$ cat src/rtl/cp0_timer_unit_pkg.sv
// cp0_defs: shared CP0 register indices, exception codes and SR/Cause field positions.
package cp0_defs;
    localparam logic [4:0] CP0_BADVADDR = 5'd8;
    localparam logic [4:0] CP0_COUNT    = 5'd9;
    localparam logic [4:0] CP0_COMPARE  = 5'd11;
    localparam logic [4:0] CP0_SR       = 5'd12;
    localparam logic [4:0] CP0_CAUSE    = 5'd13;
    localparam logic [4:0] CP0_EPC      = 5'd14;
    localparam logic [4:0] CP0_PRID     = 5'd15;

    typedef enum logic [4:0] {
        EXC_INT  = 5'd0,
        EXC_ADEL = 5'd4,
        EXC_ADES = 5'd5,
        EXC_RI   = 5'd10,
        EXC_OV   = 5'd12
    } exc_code_t;

    localparam int SR_IE       = 0;
    localparam int SR_EXL      = 1;
    localparam int SR_IM_LO    = 10;
    localparam int CAUSE_EXC_LO = 2;
    localparam int CAUSE_IP_LO = 10;
    localparam int CAUSE_TI    = 30;
    localparam int CAUSE_BD    = 31;
endpackage

$ cat src/rtl/cp0_timer_unit_if.sv
// cp0_timer_unit_if: M-stage access, exception and redirect signals between pipeline and CP0.
interface cp0_timer_unit_if #(parameter int NUM_HWINT = 6);
    logic [4:0]           a;
    logic [31:0]          din;
    logic                 we;
    logic [31:0]          dout;
    logic                 exc_req;
    logic [4:0]           exc_code_in;
    logic [31:0]          pc_in;
    logic                 bd_in;
    logic [31:0]          bad_vaddr_in;
    logic [NUM_HWINT-1:0] hw_int;
    logic                 exl_clr;
    logic                 exc_now;
    logic [31:0]          epc_out;
    logic                 timer_int;

    modport master (
        output a, din, we, exc_req, exc_code_in, pc_in, bd_in, bad_vaddr_in, hw_int, exl_clr,
        input  dout, exc_now, epc_out, timer_int
    );
    modport slave (
        input  a, din, we, exc_req, exc_code_in, pc_in, bd_in, bad_vaddr_in, hw_int, exl_clr,
        output dout, exc_now, epc_out, timer_int
    );
endinterface

$ cat src/rtl/cp0_timer_unit_timer.sv
// cp0_timer: free-running Count, Compare and the sticky timer-pending flag TI.
module cp0_timer #(
    parameter bit TIMER_EN = 1'b1
) (
    input  logic        clk,
    input  logic        reset,
    input  logic        count_we,
    input  logic        compare_we,
    input  logic [31:0] din,
    output logic [31:0] count,
    output logic [31:0] compare,
    output logic        ti
);
    always_ff @(posedge clk) begin
        if (reset || !TIMER_EN) begin
            count   <= '0;
            compare <= '0;
            ti      <= 1'b0;
        end else begin
            count   <= count_we ? din : count + 32'd1;
            compare <= compare_we ? din : compare;
            // a Compare write beats a match seen in the same cycle
            ti      <= compare_we ? 1'b0 : (ti | (count == compare));
        end
    end
endmodule

$ cat src/rtl/cp0_timer_unit.sv
// cp0_timer_unit: CP0 register file with interrupt/exception arbitration and Count/Compare timer.
module cp0_timer_unit
    import cp0_defs::*;
#(
    parameter int          NUM_HWINT  = 6,
    parameter bit          TIMER_EN   = 1'b1,
    parameter int          TIMER_LINE = 7,
    parameter logic [31:0] PRID_VAL   = 32'h0001_8000
) (
    input logic             clk,
    input logic             reset,
    cp0_timer_unit_if.slave bus
);
    localparam logic [5:0] TI_MASK = 6'(1) << (TIMER_LINE - 2);

    logic [5:0]  im, ip, hw6, ip_eff;
    logic        exl, ie, bd, int_req, wr;
    logic [4:0]  exc_code;
    logic [31:0] epc, bad_vaddr, count, compare;
    logic        ti;

    always_comb begin
        hw6 = '0;
        hw6[NUM_HWINT-1:0] = bus.hw_int;
    end

    assign ip_eff        = hw6 | (ti ? TI_MASK : 6'd0);
    assign int_req       = ~exl & ie & |(ip_eff & im);
    assign bus.exc_now   = int_req | (bus.exc_req & ~exl);
    assign wr            = bus.we & ~bus.exc_now & ~bus.exl_clr;
    assign bus.epc_out   = epc;
    assign bus.timer_int = ti;

    cp0_timer #(.TIMER_EN(TIMER_EN)) u_timer (
        .clk        (clk),
        .reset      (reset),
        .count_we   (wr && bus.a == CP0_COUNT),
        .compare_we (wr && bus.a == CP0_COMPARE),
        .din        (bus.din),
        .count      (count),
        .compare    (compare),
        .ti         (ti)
    );

    always_ff @(posedge clk) begin
        if (reset) begin
            im        <= '0;
            exl       <= 1'b0;
            ie        <= 1'b0;
            bd        <= 1'b0;
            ip        <= '0;
            exc_code  <= '0;
            epc       <= '0;
            bad_vaddr <= '0;
        end else begin
            ip <= ip_eff;
            if (bus.exc_now) begin
                exl      <= 1'b1;
                bd       <= bus.bd_in;
                epc      <= bus.bd_in ? bus.pc_in - 32'd4 : bus.pc_in;
                exc_code <= int_req ? EXC_INT : bus.exc_code_in;
                if (!int_req && (bus.exc_code_in == EXC_ADEL || bus.exc_code_in == EXC_ADES))
                    bad_vaddr <= bus.bad_vaddr_in;
            end else if (bus.exl_clr) begin
                exl <= 1'b0;
            end else if (bus.we && bus.a == CP0_SR) begin
                im  <= bus.din[SR_IM_LO +: 6];
                exl <= bus.din[SR_EXL];
                ie  <= bus.din[SR_IE];
            end else if (bus.we && bus.a == CP0_EPC) begin
                epc <= {bus.din[31:2], 2'b00};
            end
        end
    end

    always_comb begin
        case (bus.a)
            CP0_BADVADDR: bus.dout = bad_vaddr;
            CP0_COUNT:    bus.dout = count;
            CP0_COMPARE:  bus.dout = compare;
            CP0_SR:       bus.dout = {16'b0, im, 8'b0, exl, ie};
            CP0_CAUSE:    bus.dout = {bd, ti, 14'b0, ip, 3'b0, exc_code, 2'b0};
            CP0_EPC:      bus.dout = epc;
            CP0_PRID:     bus.dout = PRID_VAL;
            default:      bus.dout = '0;
        endcase
    end
endmodule
$ cat src/flat_wrapper.sv
// flat-port wrapper written by rule: the top's interface ports become plain ports
module cp0_timer_unit_flat import cp0_defs::*;
#(
    parameter int          NUM_HWINT  = 6,
    parameter bit          TIMER_EN   = 1'b1,
    parameter int          TIMER_LINE = 7,
    parameter logic [31:0] PRID_VAL   = 32'h0001_8000
)
  (clk, reset, bus_a, bus_din, bus_we, bus_exc_req, bus_exc_code_in, bus_pc_in, bus_bd_in, bus_bad_vaddr_in, bus_hw_int, bus_exl_clr, bus_dout, bus_exc_now, bus_epc_out, bus_timer_int);
  cp0_timer_unit_if #(.NUM_HWINT(NUM_HWINT)) bus_i ();
  input logic clk;
  input logic reset;
  input wire logic [$bits(bus_i.a)-1:0] bus_a;
  input wire logic [$bits(bus_i.din)-1:0] bus_din;
  input wire logic [$bits(bus_i.we)-1:0] bus_we;
  input wire logic [$bits(bus_i.exc_req)-1:0] bus_exc_req;
  input wire logic [$bits(bus_i.exc_code_in)-1:0] bus_exc_code_in;
  input wire logic [$bits(bus_i.pc_in)-1:0] bus_pc_in;
  input wire logic [$bits(bus_i.bd_in)-1:0] bus_bd_in;
  input wire logic [$bits(bus_i.bad_vaddr_in)-1:0] bus_bad_vaddr_in;
  input wire logic [$bits(bus_i.hw_int)-1:0] bus_hw_int;
  input wire logic [$bits(bus_i.exl_clr)-1:0] bus_exl_clr;
  output wire logic [$bits(bus_i.dout)-1:0] bus_dout;
  output wire logic [$bits(bus_i.exc_now)-1:0] bus_exc_now;
  output wire logic [$bits(bus_i.epc_out)-1:0] bus_epc_out;
  output wire logic [$bits(bus_i.timer_int)-1:0] bus_timer_int;
  assign bus_i.a = bus_a;
  assign bus_i.din = bus_din;
  assign bus_i.we = bus_we;
  assign bus_i.exc_req = bus_exc_req;
  assign bus_i.exc_code_in = bus_exc_code_in;
  assign bus_i.pc_in = bus_pc_in;
  assign bus_i.bd_in = bus_bd_in;
  assign bus_i.bad_vaddr_in = bus_bad_vaddr_in;
  assign bus_i.hw_int = bus_hw_int;
  assign bus_i.exl_clr = bus_exl_clr;
  assign bus_dout = bus_i.dout;
  assign bus_exc_now = bus_i.exc_now;
  assign bus_epc_out = bus_i.epc_out;
  assign bus_timer_int = bus_i.timer_int;
  cp0_timer_unit #(.NUM_HWINT(NUM_HWINT), .TIMER_EN(TIMER_EN), .TIMER_LINE(TIMER_LINE), .PRID_VAL(PRID_VAL)) u_core (.clk(clk), .reset(reset), .bus(bus_i));
endmodule
$ cat config.mk
export PLATFORM = sky130hd
export DESIGN_NAME = cp0_timer_unit_flat
export DESIGN_NICKNAME = d
export VERILOG_FILES = /design/src/rtl/cp0_timer_unit_pkg.sv /design/src/rtl/cp0_timer_unit_if.sv /design/src/rtl/cp0_timer_unit_timer.sv /design/src/rtl/cp0_timer_unit.sv /design/src/flat_wrapper.sv
export SDC_FILE = /design/constraint.sdc
export NUM_CORES = 1
export LEC_CHECK = 0
export CAP_MARGIN = 10
export CORE_MARGIN = 2
export CORE_UTILIZATION = 25
export CTS_CLUSTER_DIAMETER = 80
export DETAILED_ROUTE_END_ITERATION = 6
export GPL_ROUTABILITY_DRIVEN = 0
export PLACE_DENSITY = 0.47
export RECOVER_POWER = 50
export SLEW_MARGIN = 20
export SYNTH_ARGS = -nofsm -noshare
export SYNTH_HDL_FRONTEND = slang
export SYNTH_HIERARCHICAL = 1
export SYNTH_SLANG_ARGS = --single-unit
$ cat constraint.sdc
create_clock -name clk -period 4.2 [get_ports clk]
set_input_delay 1.05 -clock clk [delete_from_list [all_inputs] [get_ports clk]]
set_output_delay 1.05 -clock clk [all_outputs]
set_load 0.05 [all_outputs]
==> results.cfg, run 1 <==
[timing]
fin_crit_sh_pct = 96.0
final_max_slew_viol_count = 158
tightest_slew_ns = 2.11
fin_setup_tns_ns = 0
clock.fmax_ghz = 0.248
final-hold-violation-count = 0
slew_headroom_pct = -40.7
rsz0062_at_grt = false
setup_viol = 0
fin_crit_ns = 4.03
skew_ns = 0.0151
whs_ns = 0.466

[synthesis]
synth_top_cell_area_share_pct = 35.7
yosysUniqueCellTypes = 60
synthTopCellsByArea = dfxtp_1 (36%), mux2i_1 (13%), nand2_1 (5.3%)
syn_area_per_cell_um2 = 8.50
ys_async_sr_fraction_pct = 0
syn_inst = 982
synth_area_um2 = 8350
seq_area_frac_synth_pct = 35.7
yosys.area.top_type = dfxtp_1
synth_edf_count = 0
ys_ff_latch = 149
synthFlopType = dfxtp_1
synth_warnings = 6
syn_nets = 1102

[floorplanning]
rows = 66
dieWidth_um = 187
coreArea_um2 = 32700
initial_core_util_pct = 25.5
die_h_um = 187
io_pins = 184
dieArea_um2 = 34900

[worst_setup_path]
critPathKind = input pin to output pin
cp.required_ns = 3.15
crit_arrival_ns = 2.98
slowest_stage = or4b_2
worstPathCellList = clkdlybuf4s50_1 > or4b_2 > buf_12 > o32ai_1 > a221o_1 > buf_12
cp.buffers_inverters = 3
setup.worst_path.end_class = output pin
slowest_delay_ns = 0.72
cp_max_fo = 33
critPathLaunchType = input pin
crit_top_cell = buf_12
crit_family = buffers and inverters

[routing]
drt_iter0_drc = 543
dr.pass1.iters = 7
drc_errors = 6
wl_mm = 33.7
ant_nets = 0
vias_per_cell = 5.03
via_count = 8010
wl_per_cell_um = 21.1

[job]
cap_violations = 2

[clocking]
clkTransAtPathRegs_ns = 0.06
cts_tree = yes
cts_hold_buf = 0
numCtsBuffers = 17
ctsHtreeMaxLevel = 4
cts_sinks = 149
clk_latency_ns = 0.43
cts_root_buf = clkbuf_16
post_cts_resized = 0
cts_setup_buffers = 0
clockBufferDepth = 2

[placed_design]
hpwl_mm = 25.8
dp_cells = 1562
port_buffers = 183
placed_area_um2 = 11000

[grt]
antenna_found_initial = 0
globalRouteTotalUtil_pct = 19.1
grt_pass1_vias = 7855
grt_max_degree = 93
overflow = 0
grt_pass1_wl_mm = 50.7

[cells_and_area]
final_common_cell = dfxtp_1
fin_cells = 1594
postLayoutCellArea_um2 = 11600
fin_nets = 1259
final_util_pct = 35.5
drive_gt1_share_pct = 10.3
area_growth_pct = 39.2
final_cell_mix = dfxtp_1 (149), nand2_1 (117), clkdlybuf4s50_1 (115), nor2_1 (108), mux2i_1 (105)

[pwr]
ir_drop_mv = 0.291
power_density_nw_per_um2 = 311
p_leak_nw = 4.11

[hold_path]
hold_class = flip-flop to flip-flop

[run_status]
status = complete, but fails checks
violations = design-rule violations, max-capacitance violations, max-slew violations
==> path summary, 6_finish.rpt <==
kind,slack [ns],startpoint,cells after the start,endpoint
max,0.17,bus_a[4],6,bus_dout[14]
min reg2reg,0.47,u_core/bad_vaddr[4],2,u_core/bad_vaddr[4]
max reg2reg,1.57,u_core/im[1],8,u_core/u_timer/count[14]
min,0.47,u_core/bad_vaddr[4],2,u_core/bad_vaddr[4]
==> sequential cells by signal (all words and copies together) (netlist names), 5 cells and up <==
signal and cells:
u_core/bus.epc_out 32, u_core/ip 6, u_core/bad_vaddr 32, u_core/u_timer/compare 32
u_core/exc_code 5, u_core/im 6, u_core/u_timer/count 32
==> area by class of cell <==
cell class / instances / area, um^2
fillers: 3418 / 21100
multi-input cells: 747 / 5050
flip-flops and latches: 149 / 2980
repair buffers: 214 / 2410
well taps: 442 / 553
clock buffers: 18 / 429
clock inverters: 13 / 158
inverters: 10 / 37.5
diodes: 1 / 2.50
==> synth_stat cells, drive strengths merged, types with 4 or more instances <==
cell type / instances
nor4: 12
mux2i: 105
a221o: 22
or2: 4
o32ai: 6
a21oi: 25
xor2: 31
xnor2: 44
a221oi: 10
a311oi: 19
dfxtp: 149
or3: 9
clkbuf: 62
nand2: 117
and3: 30
nand3: 29
nor3: 12
a211oi: 56
nor2b: 7
o21ai: 13
nand4: 31
or4: 15
buf: 14
o31ai: 9
inv: 9
nor2: 108
==> worst register-to-register path: cells and delay by family, from the launching register on <==
| kind | cells | cell delay (ns) |
|---|---|---|
| AOI/OAI and AO/OA | 3 | 0.83 |
| and+or+nand+nor | 2 | 0.68 |
| buffers and inverters | 3 | 0.58 |
| DFF | 1 | 0.32 |
==> power breakdown <==
part | leakage (nW) | internal, W | total, W | switching (W)
Sequential | 1.21 | 0.00145 | 0.00151 | 0.0000517
Combinational | 2.61 | 0.000226 | 0.000537 | 0.000311
Clock | 0.290 | 0.000930 | 0.00157 | 0.000637
Total | 4.11 | 0.00261 | 0.00361 | 0.00100
==> through the flow <==
| step | power, W | worst slack (ns) |
|---|---|---|
| after CTS | 0.00365 | 0.184 |
| after global placement | 0.00208 | 0.193 |
| final | 0.00361 | 0.167 |
| after detailed placement | 0.00208 | 0.180 |
| after floorplan | 0.00178 | 0.176 |
| after global routing | 0.00374 | 0.134 |
==> per-layer routing <==
metal | GRT usage [%] | routed length, um | up-vias
met1 | 27.4 | 16200 | 3789
li1 | - | - | 3930
met5 | 0 | 0 | -
met2 | 28.9 | 14800 | 266
met4 | 4.98 | 491 | 0
met3 | 3.95 | 2130 | 25
==> cell families (layout without fill, tap and decap cells) <==
| logic type | Yosys count | count (layout) | synth area share (%) |
|---|---|---|---|
| XOR/XNOR | 75 | 75 | 7.87 |
| buffers and inverters | 86 | 255 | 4.03 |
| flip-flops | 149 | 149 | 35.7 |
| AND/OR/NAND/NOR | 392 | 392 | 23.6 |
| adder cells (fa/ha/maj) | 2 | 2 | 0.300 |
| multiplexers | 105 | 105 | 12.6 |
| AO/OA/AOI/OAI | 173 | 173 | 15.9 |
| other | 0 | 1 | 0 |
(Power assumes the default switching activity.)
==> inputs of run 2 (changes only) <==
--- a/config.mk
+++ b/config.mk
@@ -6,12 +6,15 @@
 export NUM_CORES = 1
 export LEC_CHECK = 0
 export CAP_MARGIN = 10
+export CELL_PAD_IN_SITES_DETAIL_PLACEMENT = 1
+export CELL_PAD_IN_SITES_GLOBAL_PLACEMENT = 2
 export CORE_MARGIN = 2
 export CORE_UTILIZATION = 25
 export CTS_CLUSTER_DIAMETER = 80
+export CTS_CLUSTER_SIZE = 28
 export DETAILED_ROUTE_END_ITERATION = 6
 export GPL_ROUTABILITY_DRIVEN = 0
-export PLACE_DENSITY = 0.47
+export PLACE_DENSITY = 0.71
 export RECOVER_POWER = 50
 export SLEW_MARGIN = 20
 export SYNTH_ARGS = -nofsm -noshare
==> results.cfg, run 2 (synthesis gave the netlist of run 1 again) <==
[floorplanning]
rows = 66
die_h_um = 187
coreArea_um2 = 32700
io_pins = 184
dieArea_um2 = 34900
initial_core_util_pct = 25.5
dieWidth_um = 187

[pwr]
p_leak_nw = 4.11
p_total_w = 0.00359
ir_drop_mv = 0.281
power_density_nw_per_um2 = 308

[timing]
clock.fmax_ghz = 0.249
setup_viol = 0
rsz0062_at_grt = false
fin_setup_tns_ns = 0
fin_crit_ns = 4.01
final-hold-violation-count = 0
final_max_slew_viol_count = 158
fin_crit_sh_pct = 95.5
skew_ns = 0.0163
slew_headroom_pct = -42.5
tightest_slew_ns = 2.14

[placed_design]
port_buffers = 183
hpwl_mm = 27.2
dp_cells = 1566

[cells_and_area]
fin_nets = 1263
fillers = 3831
regArea_um2 = 2980
final_cell_mix = dfxtp_1 (149), nand2_1 (117), clkdlybuf4s50_1 (115), nor2_1 (108), mux2i_1 (105)
final_common_cell = dfxtp_1
drive_gt1_share_pct = 10.6
area_growth_pct = 39.4
fin_cells = 1599
multi_input_area_um2 = 5050

[routing]
ant_nets = 0
dr.pass1.iters = 5
drt_iter0_drc = 499
wl_mm = 35.6
drc_errors = 0
via_count = 8210
vias_per_cell = 5.13
wl_per_cell_um = 22.2

[grt]
grt_pass1_wl_mm = 53.6
grt_pass1_vias = 8299
antenna_found_initial = 2
globalRouteTotalUtil_pct = 20.1
overflow = 0
grt_max_degree = 93

[clocking]
clk_latency_ns = 0.43
clkTransAtPathRegs_ns = 0.06
clockBufferDepth = 2
cts_hold_buf = 0
cts_setup_buffers = 0
cts_tree = yes
ctsHtreeMaxLevel = 4
post_cts_resized = 0
cts_root_buf = clkbuf_16
cts_sinks = 149
numCtsBuffers = 17

[worst_setup_path]
critPathLaunchType = input pin
crit_arrival_ns = 2.96
rrSetupSlack_ns = 1.62
cp.required_ns = 3.15
cp_max_fo = 33
critPathKind = input pin to output pin
setup.worst_path.end_class = output pin

[run_status]
status = complete, but fails checks
violations = max-capacitance violations, max-slew violations

[job]
cap_violations = 2

[hold_path]
hold_class = flip-flop to flip-flop
[run 2: changes by cell type in the layout (fill, tap and decap cells not counted), sizes merged]
cell	change
buf	+4
clkinv	-4
clkinvlp	+3
clkbuf	+2
bufinv	-1
inv	+1
[run 2: metrics by stage]
| stage | worst slack (ns) | instance area (um^2) | hold WS [ns] | utilization [%] |
|---|---|---|---|---|
| 2_1_floorplan | 0.176 | 8350 | 0.432 | - |
| 3_3_place_gp | 0.228 | 11100 | 0.451 | 33.8 |
| 3_5_place_dp | 0.202 | 11100 | 0.450 | 33.8 |
| 4_1_cts | 0.183 | 11600 | 0.465 | 35.6 |
| 5_1_grt | 0.103 | 11600 | 0.485 | 35.6 |
| 6_report | 0.187 | 11600 | 0.461 | 35.6 |
[run 2: where the power goes]
part | switching (W) | total, W | internal, W
Clock | 0.000651 | 0.00154 | 0.000890
Combinational | 0.000317 | 0.000543 | 0.000226
Sequential | 0.0000510 | 0.00150 | 0.00145
Total | 0.00102 | 0.00359 | 0.00257
[run 2: worst max-delay path, cell delays in order]
cell	delay [ns]
clkdlybuf4s50_1	0.41
or4b_2	0.71
buf_12	0.20
o32ai_1	0.16
a221o_1	0.25
buf_12	0.16
[run 2: layout make-up]
class	instances	area share (%)
well taps	442	4.75
diodes	1	0.0215
flip-flops and latches	149	25.6
repair buffers	218	20.9
clock buffers	20	3.84
inverters	10	0.323
clock inverters	12	1.10
multi-input cells	747	43.4
[run 2: worst paths after layout]
kind                        from                       end  cells after the start
min reg2reg  u_core/bad_vaddr[6]       u_core/bad_vaddr[6]                      2
min          u_core/bad_vaddr[6]       u_core/bad_vaddr[6]                      2
max                     bus_a[4]              bus_dout[13]                      6
max reg2reg         u_core/im[3]  u_core/u_timer/count[17]                      8
[run 2: metal layers]
layer / track usage [%] / up-vias / routed length (um)
met3: 3.08 / 32 / 1460
met5: 0 / - / 0
met4: 6.75 / 0 / 850
li1: - / 3924 / -
met2: 30.3 / 239 / 15400
met1: 29.0 / 4015 / 17900
==> inputs of run 3 (changes only) <==
--- a/config.mk
+++ b/config.mk
@@ -14,9 +14,11 @@
 export CTS_CLUSTER_SIZE = 28
 export DETAILED_ROUTE_END_ITERATION = 6
 export GPL_ROUTABILITY_DRIVEN = 0
+export HOLD_SLACK_MARGIN = 0.06
+export MAX_ROUTING_LAYER = met4
 export PLACE_DENSITY = 0.71
 export RECOVER_POWER = 50
-export SLEW_MARGIN = 20
+export SLEW_MARGIN = 40
 export SYNTH_ARGS = -nofsm -noshare
 export SYNTH_HDL_FRONTEND = slang
 export SYNTH_HIERARCHICAL = 1
==> results.cfg, run 3 (synthesis gave the netlist of run 1 again) <==
[worst_setup_path]
crit_arrival_ns = 2.96
reg2reg_depth = 5
reg2reg_from = u_core/u_timer/ti
slowest_delay_ns = 0.72
rrSetupSlack_ns = 1.54
critPathLaunchType = input pin
cp_max_fo = 33
crit_top_cell = buf_12
worstPathCellList = clkdlybuf4s50_1 > or4b_2 > buf_12 > o32ai_1 > a221o_1 > buf_12
critPathCapture = bus_dout[13]
setup.worst_path.end_class = output pin
critPathKind = input pin to output pin
rr_endpoint = u_core/bad_vaddr[13]
crit_path_start = bus_a[4]
cp.required_ns = 3.15
slowest_stage = or4b_2

[clocking]
post_cts_resized = 0
cts_sinks = 149
cts_hold_buf = 0
numCtsBuffers = 17
cts_tree = yes
ctsHtreeMaxLevel = 4
clkTransAtPathRegs_ns = 0.06
clk_latency_ns = 0.43
cts_root_buf = clkbuf_16
clockBufferDepth = 2
cts_setup_buffers = 0

[cells_and_area]
area_growth_pct = 39.5
fin_nets = 1263
final_cell_mix = dfxtp_1 (149), nand2_1 (117), clkdlybuf4s50_1 (114), nor2_1 (108), mux2i_1 (105)
final_common_cell = dfxtp_1
drive_gt1_share_pct = 10.7

[timing]
tightest_slew_ns = 2.13
clock.fmax_ghz = 0.249
fin_setup_tns_ns = 0
setup_viol = 0
final_max_slew_viol_count = 93
fin_crit_ns = 4.01
rsz0062_at_grt = false
worst_slack_ns = 0.186
skew_ns = 0.0125
whs_ns = 0.461
final-hold-violation-count = 0
fin_crit_sh_pct = 95.6
slew_headroom_pct = -42.0

[floorplanning]
coreArea_um2 = 32700
dieWidth_um = 187
dieArea_um2 = 34900
rows = 66
io_pins = 184
initial_core_util_pct = 25.5
die_h_um = 187

[routing]
ant_nets = 0
wl_per_cell_um = 22.2
dr.pass1.iters = 6
wl_mm = 35.5
via_count = 8197
drc_errors = 0
vias_per_cell = 5.12
drt_iter0_drc = 548

[grt]
globalRouteTotalUtil_pct = 20.7
grt_pass1_vias = 8315
grt_max_degree = 93
grt_pass1_wl_mm = 54.0
overflow = 0
antenna_found_initial = 4

[pwr]
power_density_nw_per_um2 = 308
p_leak_nw = 4.11
ir_drop_mv = 0.228

[job]
cap_violations = 1

[placed_design]
port_buffers = 183
hpwl_mm = 27.2
pre_cts_ws_ns = 0.202

[hold_path]
hold_class = flip-flop to flip-flop

[run_status]
status = complete, but fails checks
violations = max-capacitance violations, max-slew violations
run 3: changes by cell type in the layout (fill, tap and decap cells not counted), sizes merged:
cell,delta
buf,-1
clkbuf,+1
clkdlybuf4s50,-1
diode,+1
dlygate4sd3,+1
run 3: worst max-delay path: cells and delay by family:
family	cells	cell delay, ns
buffers and inverters	3	0.77
AND/OR/NAND/NOR	1	0.72
AO/OA/AOI/OAI	2	0.41
run 3: stage by stage:
step,total power [W],cells,utilization [%],area [um^2]
finish,0.00359,1600,35.6,11600
global route,0.00372,1600,35.6,11600
global placement,0.00209,1566,33.8,11100
floorplan,0.00178,982,-,8350
CTS,0.00363,1598,35.6,11600
detailed placement,0.00209,1566,33.9,11100
run 3: layout make-up:
cell class / count / area, um^2
timing repair buffer: 218 / 2430
multi-input combinational: 747 / 5050
fill: 3807 / 21100
antenna: 2 / 5.00
sequential: 149 / 2980
clock inverter: 12 / 128
clock buffer: 20 / 447
inverter: 10 / 40.0
tap: 442 / 553
run 3: report_power, final:
group	total, W	internal, W	switching (W)
combinational	0.000544	0.000226	0.000318
sequential	0.00150	0.00145	0.0000506
clock	0.00154	0.000890	0.000652
total	0.00359	0.00257	0.00102
run 3: per-layer routing:
| metal | global-route usage (%) | routed length [um] |
|---|---|---|
| met5 | - | 0 |
| met4 | 5.25 | 570 |
| met3 | 3.16 | 1640 |
| met2 | 30.9 | 15600 |
| met1 | 29.2 | 17700 |
run 3: worst min-delay path by stage:
stage,from,end,slack [ns],cells past startpoint
after floorplan,u_core/exc_code[0],u_core/exc_code[0],0.43,2
after global placement,u_core/bad_vaddr[15],u_core/bad_vaddr[15],0.45,2
after detailed placement,u_core/bad_vaddr[22],u_core/bad_vaddr[22],0.45,2
after CTS,u_core/bad_vaddr[6],u_core/bad_vaddr[6],0.47,2
after global routing,u_core/bad_vaddr[15],u_core/bad_vaddr[15],0.48,2
final,u_core/bad_vaddr[23],u_core/bad_vaddr[23],0.46,2
